File: src/rtl/tvm_pkg.sv
// Shared definitions for the ticket vending controller: FSM state encoding,
// key-code bit positions, coin values and ticket prices (all in coin units).
package tvm_pkg;

  typedef enum logic [2:0] {
    ST_IDLE     = 3'd0,
    ST_PAY      = 3'd1,
    ST_DISPENSE = 3'd2,
    ST_CHANGE   = 3'd3
  } state_t;

  // Key-code bit positions in the one-hot scan_data word
  localparam int KEY_SEL_LO  = 0;  // bits 0..3 select tickets 0..3
  localparam int KEY_SEL_HI  = 3;
  localparam int KEY_CANCEL  = 4;
  localparam int KEY_CONFIRM = 5;  // reserved, never acted on

  // Coin values indexed by coin_type
  localparam int unsigned COIN_VAL0 = 5;
  localparam int unsigned COIN_VAL1 = 10;
  localparam int unsigned COIN_VAL2 = 20;
  localparam int unsigned COIN_VAL3 = 50;

  // Ticket prices indexed by ticket_id
  localparam int unsigned PRICE_T0 = 10;
  localparam int unsigned PRICE_T1 = 20;
  localparam int unsigned PRICE_T2 = 50;
  localparam int unsigned PRICE_T3 = 100;

  function automatic int unsigned coin_value(input logic [1:0] coin_type);
    case (coin_type)
      2'd0:    coin_value = COIN_VAL0;
      2'd1:    coin_value = COIN_VAL1;
      2'd2:    coin_value = COIN_VAL2;
      default: coin_value = COIN_VAL3;
    endcase
  endfunction

endpackage

File: src/rtl/tvm_price_rom.sv
// Combinational ticket price lookup: ticket_id -> price in coin units.
module tvm_price_rom
  import tvm_pkg::*;
#(
  parameter int CREDIT_W = 8
) (
  input  logic [1:0]          ticket_id,
  output logic [CREDIT_W-1:0] price
);

  // Constant table lookup
  always_comb begin
    case (ticket_id)
      2'd0:    price = CREDIT_W'(PRICE_T0);
      2'd1:    price = CREDIT_W'(PRICE_T1);
      2'd2:    price = CREDIT_W'(PRICE_T2);
      default: price = CREDIT_W'(PRICE_T3);
    endcase
  end

endmodule

File: src/rtl/ticket_vend_ctrl.sv
// Ticket vending machine controller: takes one-hot key codes from the button
// scanner and coin strobes, accumulates credit, releases the ticket and pays
// out change or a refund. All outputs are registered.
// Optional build macro TVM_TIMEOUT_EN adds an inactivity timeout in PAY that
// behaves like a cancel after TIMEOUT_CYCLES idle cycles.
module ticket_vend_ctrl
  import tvm_pkg::*;
#(
  parameter int CREDIT_W       = 8,
  parameter int TIMEOUT_CYCLES = 1000
) (
  input  logic                clk,
  input  logic                rst,
  input  logic                scan_rdy,
  input  logic [7:0]          scan_data,
  output logic                scan_ack,
  input  logic                coin_valid,
  input  logic [1:0]          coin_type,
  output logic                coin_reject,
  output logic                ticket_dispense,
  output logic [1:0]          ticket_id,
  output logic                change_valid,
  output logic [CREDIT_W-1:0] change_amt,
  output logic [CREDIT_W-1:0] credit,
  output logic [2:0]          state_out
);

  state_t              state;
  logic [CREDIT_W-1:0] price;
  logic [CREDIT_W-1:0] rom_price;
  logic [1:0]          sel_id;
  logic                key_valid;
  logic                sel_valid;
  logic                cancel;
  logic                timeout;
  logic [CREDIT_W:0]   credit_sum;
  logic                overflow;
  logic [CREDIT_W-1:0] remaining;

  // Key decode: only a single set bit counts as a key; bit 5 and bits 6-7 fall through
  always_comb begin
    key_valid = scan_rdy && $onehot(scan_data);
    sel_valid = key_valid && (|scan_data[KEY_SEL_HI:KEY_SEL_LO]);
    cancel    = key_valid && scan_data[KEY_CANCEL];
    if (scan_data[KEY_SEL_LO+1])      sel_id = 2'd1;
    else if (scan_data[KEY_SEL_LO+2]) sel_id = 2'd2;
    else if (scan_data[KEY_SEL_LO+3]) sel_id = 2'd3;
    else                              sel_id = 2'd0;
  end

  tvm_price_rom #(.CREDIT_W(CREDIT_W)) u_price_rom (
    .ticket_id (sel_id),
    .price     (rom_price)
  );

  // Credit arithmetic one bit wider so a coin that would wrap can be refused
  always_comb begin
    credit_sum = {1'b0, credit} + (CREDIT_W+1)'(coin_value(coin_type));
    overflow   = credit_sum[CREDIT_W];
    remaining  = credit - price;
  end

`ifdef TVM_TIMEOUT_EN
  localparam int TIMER_W = $clog2(TIMEOUT_CYCLES + 1);
  logic [TIMER_W-1:0] timer;
  logic               activity;

  assign activity = coin_valid || scan_rdy;
  assign timeout  = (state == ST_PAY) && !activity &&
                    (timer == TIMER_W'(TIMEOUT_CYCLES - 1));

  // Inactivity counter: runs only in PAY, restarts on any coin or key
  always_ff @(posedge clk or negedge rst) begin
    if (!rst) begin
      timer <= '0;
    end else if ((state != ST_PAY) || activity || timeout) begin
      timer <= '0;
    end else begin
      timer <= timer + 1'b1;
    end
  end
`else
  // Without the timeout the limit parameter has no effect and PAY waits forever
  logic unused_timeout_cfg;
  assign unused_timeout_cfg = (TIMEOUT_CYCLES > 0);
  assign timeout = 1'b0;
`endif

  assign state_out = state;

  // Main FSM with registered pulse and data outputs
  always_ff @(posedge clk or negedge rst) begin
    if (!rst) begin
      state           <= ST_IDLE;
      credit          <= '0;
      price           <= '0;
      ticket_id       <= 2'd0;
      scan_ack        <= 1'b0;
      coin_reject     <= 1'b0;
      ticket_dispense <= 1'b0;
      change_valid    <= 1'b0;
      change_amt      <= '0;
    end else begin
      scan_ack        <= scan_rdy;
      coin_reject     <= 1'b0;
      ticket_dispense <= 1'b0;
      change_valid    <= 1'b0;
      case (state)
        ST_IDLE: begin
          if (sel_valid) begin
            ticket_id <= sel_id;
            price     <= rom_price;
            credit    <= '0;
            state     <= ST_PAY;
          end
          if (coin_valid) coin_reject <= 1'b1;
        end
        ST_PAY: begin
          if (cancel || timeout) begin
            change_valid <= (credit != '0);
            change_amt   <= credit;
            state        <= ST_CHANGE;
            if (coin_valid) coin_reject <= 1'b1;
          end else if (credit >= price) begin
            ticket_dispense <= 1'b1;
            state           <= ST_DISPENSE;
            if (coin_valid) coin_reject <= 1'b1;
          end else if (coin_valid) begin
            if (overflow) coin_reject <= 1'b1;
            else          credit      <= credit_sum[CREDIT_W-1:0];
          end
        end
        ST_DISPENSE: begin
          change_valid <= (remaining != '0);
          change_amt   <= remaining;
          state        <= ST_CHANGE;
          if (coin_valid) coin_reject <= 1'b1;
        end
        ST_CHANGE: begin
          credit <= '0;
          state  <= ST_IDLE;
          if (coin_valid) coin_reject <= 1'b1;
        end
        default: begin
          credit <= '0;
          state  <= ST_IDLE;
        end
      endcase
    end
  end

endmodule

File: config.mk
export PLATFORM = sky130hd
export DESIGN_NAME = ticket_vend_ctrl
export DESIGN_NICKNAME = d
export VERILOG_FILES = /design/src/rtl/tvm_pkg.sv /design/src/rtl/tvm_price_rom.sv /design/src/rtl/ticket_vend_ctrl.sv
export SDC_FILE = /design/constraint.sdc
export NUM_CORES = 1
export LEC_CHECK = 0
export ABC_AREA = 1
export CORE_ASPECT_RATIO = 0.6
export CORE_UTILIZATION = 27
export CTS_CLUSTER_DIAMETER = 30
export CTS_CLUSTER_SIZE = 20
export DETAILED_ROUTE_END_ITERATION = 8
export HOLD_SLACK_MARGIN = 0.15
export PLACE_DENSITY_LB_ADDON = 0.15
export SLEW_MARGIN = 20
export SYNTH_ARGS = -nofsm -noshare
export SYNTH_HDL_FRONTEND = slang
export SYNTH_SLANG_ARGS = --single-unit
File: constraint.sdc
create_clock -name clk -period 2.8 [get_ports clk]
set_input_delay 0.84 -clock clk [delete_from_list [all_inputs] [get_ports clk]]
set_output_delay 0.84 -clock clk [all_outputs]
set_load 0.1 [all_outputs]
**Word level (Yosys, flattened, before mapping)**

Cells that the tools add are included.

- Mux-type cells: 28
- Eq/ne operators: 15
- $lt $le $gt $ge: 1
- Reductions and logical operators: 15
- Bitwise gates (word level): 1
- Add/sub/neg operators: 9

Operators with widths:

| cell | count |
|---|---|
| two-way mux 8 bit | 6 |
| one-hot mux 8 bit (3 select lines) | 1 |
| one-hot mux 7 bit (3 select lines) | 1 |
| one-hot mux 6 bit (3 select lines) | 1 |
| one-hot mux 8 bit (2 select lines) | 1 |
| nonzero test 8 bit | 2 |
| inequality test 2 bit (second input constant) | 6 |
| adder 8 x 9 -> 9 bit | 1 |
| two-way mux 1 bit | 9 |
| two-way mux 3 bit | 3 |
| one-hot mux 3 bit (3 select lines) | 1 |
| adder 1 x 1 -> 2 bit | 4 |
| greater-or-equal comparator 8 bit | 1 |
| subtractor 8 bit | 1 |
| adder 2 x 2 -> 3 bit | 2 |
| == test 3 x 2 -> 1 bit (second input constant) | 2 |
| two-way mux 2 bit | 3 |
| AND reduction 2 bit | 3 |
| AND reduction 6 bit | 1 |
| adder 3 x 3 -> 4 bit | 1 |
| == test 2 x 1 -> 1 bit (second input constant) | 2 |
| == test 2 bit (second input constant) | 2 |
| == test 4 x 1 -> 1 bit (second input constant) | 1 |
| logical NOT 2 bit | 2 |
| other kinds (9) | 12 |

- Bits in registers: 33

**Depth between registers and ports, before layout**

- Depth in word-level cells: 8
- Mapped depth: 17

**Cells and area by module**

Synthesis repeated with hierarchy kept, for this count alone.

- Cell total of the unflattened synthesis: 366
- Area total of the unflattened synthesis: 2603.7 um^2

By module, submodules not included:

| module | area each (um^2) | cells an instance | times used |
|---|---|---|---|
| ticket_vend_ctrl | 2507.4 | 353 | 1 |
| tvm_price_rom | 96.3 | 13 | 1 |

**Worst setup path before layout**

OpenSTA, ideal clock, no wires.

- Path type: input-to-reg
- Start point: input port scan_data[0]
- End point: register credit[1]
- Setup time: 0.123 ns
- Path buffers: 0
- Arrival: 3.901 ns
- Setup slack: -1.224 ns
- Required time: 2.677 ns
- Stages: 15
- Cells stage by stage: inv_1 > fa_1 > fa_1 > fa_1 > inv_1 > ha_1 > inv_1 > fa_1 > nand3_1 > nor2_2 > nand3_1 > a21oi_4 > nand2_4 > nand2_1 > nand2_1

- Longest elaborated chain between the ends: 8
- Elaborated cells between the ends (all ways): 11
- Those cells by class: 3 x add/sub; 3 x eq/ne; 5 x reduce/logical

RTL lines:

| what | line | source |
|---|---|---|
| start, declared | ticket_vend_ctrl.sv:15 | `input logic [7:0] scan_data,` |
| adder 1 x 1 -> 2 bit (not written as such) | ticket_vend_ctrl.sv:42 | `key_valid = scan_rdy && $onehot(scan_data);` |
| adder 2 x 2 -> 3 bit (not written as such) | ticket_vend_ctrl.sv:42 |  |
| adder 3 x 3 -> 4 bit (not written as such) | ticket_vend_ctrl.sv:42 |  |
| == test 4 x 1 -> 1 bit | ticket_vend_ctrl.sv:42 |  |
| logical AND 1 bit | ticket_vend_ctrl.sv:42 |  |
| logical AND 1 bit (on tied branches) | ticket_vend_ctrl.sv:44, ticket_vend_ctrl.sv:43 |  |
| inequality test 2 bit (no source line) | - |  |
| AND reduction 6 bit (no source line) (*) | - |  |
| end signal, assigned | ticket_vend_ctrl.sv:130 | `else credit <= credit_sum[CREDIT_W-1:0];` |
| end, declared | ticket_vend_ctrl.sv:24 | `output logic [CREDIT_W-1:0] credit,` |

Every way passes the cells marked *; elsewhere a longest branch is shown, timed or not.
A chain may end at the register's enable or synchronous reset.

**Final worst setup path**

- Start point: input port scan_data[3]
- End point: register change_amt[7]

- Longest elaborated chain between the ends: 8

RTL lines:

| what | line | source |
|---|---|---|
| adder 1 x 1 -> 2 bit (not written as such) | ticket_vend_ctrl.sv:42 |  |
| adder 2 x 2 -> 3 bit (not written as such) | ticket_vend_ctrl.sv:42 |  |
| adder 3 x 3 -> 4 bit (not written as such) | ticket_vend_ctrl.sv:42 |  |
| == test 4 x 1 -> 1 bit | ticket_vend_ctrl.sv:42 |  |
| logical AND 1 bit | ticket_vend_ctrl.sv:42 |  |
| logical AND 1 bit | ticket_vend_ctrl.sv:44 | `cancel = key_valid && scan_data[KEY_CANCEL];` |
| inequality test 2 bit (no source line) | - |  |
| AND reduction 2 bit (no source line) | - |  |
| end signal, assigned | ticket_vend_ctrl.sv:121 | `change_amt <= credit;` |
| end signal, assigned | ticket_vend_ctrl.sv:135 | `change_amt <= remaining;` |
| end, declared | ticket_vend_ctrl.sv:23 | `output logic [CREDIT_W-1:0] change_amt,` |

No other way between the ends.

==> results_dict.tcl <==
set metrics [dict create \
    synth_nets 348 \
    core.rowCount 25 \
    synth_area_um2 2240 \
    setup_viol 28 \
    htree_levels 2 \
    fin_skew_ns 0.00540 \
    vias_per_cell 4.39 \
    synth_cell_types 30 \
    dieArea_um2 8690 \
    fin_crit_sh 1.39 \
    portBuffers 37 \
    cp-start-kind "input port" \
    critPathArrivalTime_ns 4.07 \
    cp.required_ns 2.99 \
    synth.avg_cell_area_um2 7.28 \
    avgRoutedWirePerCell_um 12.7 \
    rsz0062_at_grt "true" \
    tightest_slew_ns 0.558 \
    root_buffer "clkbuf_16" \
    slowest_stage "fa_1" \
    hpwl_mm 4.68 \
    period_minus_slack_ns 3.88 \
    cp_max_fo 7 \
    grt.total_usage 0.156 \
    first_global_vias 1978 \
    max_stage_delay_ns 0.54 \
    drv_slew 0 \
    start_util 0.281 \
    cts_tree "yes" \
    grt_max_degree 30 \
    hold_violations 0 \
    path_clk_slew_ns 0.05 \
    drt-pass1-iter-count 4 \
    grt_pass1_wl_mm 10.3 \
    num_io_pins 39 \
    drtAntennaViolNets 0 \
    fin_ws_ns -1.08 \
    antenna_cells 0 \
    first_iter_violations 94 \
    mostFrequentLayoutCells "nand2_1 (75), inv_1 (44), buf_4 (43)" \
    route.detailed.drc 0 \
    finalWeightedCongestion 0.824 \
    cts_sinks 29 \
    netlist_instances 308 \
    crit_path_frequent_cell "fa_1" \
    core_area_um2 7980 \
    timing.fmax_mhz 258 \
    hold_class "reg -> reg" \
    seq_area_frac_synth 0.323 \
    cts.path.max_buffers 2 \
    yosysTopAreaCellShare 0.323 \
    finish.utilization 0.398 \
    layout.nets 411 \
    violations "setup timing" \
    cts_buffers 5 \
    synthTopCellsByArea "dfrtp_1 (32%), nand2_1 (14%), ha_1 (11%), inv_1 (8.4%), nor2_1 (5.5%)" \
    tns_ns -27.91 \
    crit_path_end_kind "flip-flop" \
    grt-ovfl-total 0 \
    wl_mm 6.09 \
    die_h_um 72.6 \
    worstSetupPathType "in -> reg" \
    insertion_delay_ns 0.28 \
    die_w_um 120 \
    synthToLayoutAreaGrowth_pct 41.7 \
    drive_above_1_share 0.261 \
    antenna_found_initial 0 \
    yosys_register_bits 29 \
    mostFrequentLayoutCell "nand2_1" \
    drv_cap 0 \
    vias 2107 \
    status "finished with violations" \
    path_cells "buf_8, inv_4, fa_1, fa_1, fa_1, inv_2, ha_4, inv_2, fa_2, nand3_2, nor2_4, nand4_1, o21ai_4, buf_12, nor2_4, a31oi_1" \
    synth_area_leader_cell "dfrtp_1" \
    relSlewSlack 0.628 \
    yosys_warnings 0 \
]
## cell families (layout without fill, tap and decap cells)
group                      count (synthesis)  after routing  synth area share
other                                      1              1           0.00167
adders and majority gates                 26             26             0.165
AOI/OAI and AO/OA                         44             45             0.120
DFF                                       29             29             0.323
buffers and inverters                     56            119            0.0987
xor gates and xnor gates                   3              3            0.0117
and+or+nand+nor                          149            149             0.279
## through the flow
step / hold slack (ns) / cell area, um2 / setup slack (ns) / cells
6_report: 0.488 / 3180 / -1.08 / 480
5_1_grt: 0.512 / 3180 / -1.23 / 480
4_1_cts: 0.494 / 3110 / -1.27 / 480
3_5_place_dp: 0.472 / 2830 / -1.95 / 465
3_3_place_gp: 0.466 / 2830 / -1.90 / 465
2_1_floorplan: 0.454 / 2280 / -1.11 / 308
## per-layer routing
layer	global-route usage	vias to the layer above	routed length, um
li1	-	1116	-
met1	0.252	950	3600
met2	0.199	36	2210
met3	0.0422	5	252
met4	0.0250	0	34
met5	0	-	0
## flip-flops by register name, indices dropped and copies added (netlist names)
register	flops
state_out	2
coin_reject	1
ticket_dispense	1
scan_ack	1
change_amt	8
change_valid	1
price	5
ticket_id	2
credit	8
## cell usage after synthesis
| master | number |
|---|---|
| o211ai_1 | 1 |
| nand4_1 | 3 |
| nand3b_1 | 2 |
| nor3_1 | 2 |
| xnor2_1 | 3 |
| nor2_1 | 33 |
| o21ai_1 | 2 |
| fa_1 | 6 |
| conb_1 | 1 |
| a21oi_4 | 1 |
| o21ai_4 | 1 |
| nand2_1 | 82 |
| ha_1 | 20 |
| a21oi_1 | 14 |
| inv_1 | 50 |
| o21a_1 | 3 |
| o21ai_0 | 14 |
| o21bai_1 | 1 |
| nand2_4 | 1 |
| nor2_2 | 1 |
| clkbuf_1 | 3 |
| a21oi_2 | 1 |
| a31o_2 | 1 |
| dfrtp_1 | 29 |
| o22ai_1 | 1 |
| nand3_1 | 22 |
| nor4_1 | 2 |
| nor2_4 | 1 |
| buf_4 | 3 |
| a31oi_1 | 4 |
## path summary, 6_finish.rpt
check	start	to	slack, ns	cells after the start
setup / recovery	scan_data[3]	change_amt[7]	-1.08	16
hold / removal	ticket_id[1]	ticket_id[1]	0.49	2
setup reg to reg	credit[3]	credit[0]	0.57	9
hold reg to reg	ticket_id[1]	ticket_id[1]	0.49	2
max in group asynchronous	rst	state_out[0]	1.55	2
min in group asynchronous	rst	change_amt[0]	0.96	2
## worst max-delay path, delay by kind of cell
family | cells | cell delay (ns)
AO/OA/AOI/OAI | 2 | 0.34
adder cells (fa/ha/maj) | 5 | 2.05
buffers and inverters | 5 | 0.39
AND/OR/NAND/NOR | 4 | 0.45
## final cells by class
| cell class | count | area (um2) |
|---|---|---|
| Multi-Input combinational cell | 224 | 1440 |
| Sequential cell | 29 | 726 |
| Timing Repair Buffer | 61 | 532 |
| Clock inverter | 2 | 10.0 |
| Tap cell | 108 | 135 |
| Clock buffer | 6 | 129 |
| Fill cell | 853 | 4800 |
| Inverter | 50 | 205 |
## timing repair
item,4_1_cts,5_1_grt
endpoints found under the setup margin,28,28
resized for setup,38,19
pin swaps,12,10
gates cloned,2,0
buffers inserted,5,1
hold buffers,0,0
Power is not shown: default switching activity piles up to over one toggle a cycle in this logic, so the estimate is an artifact.
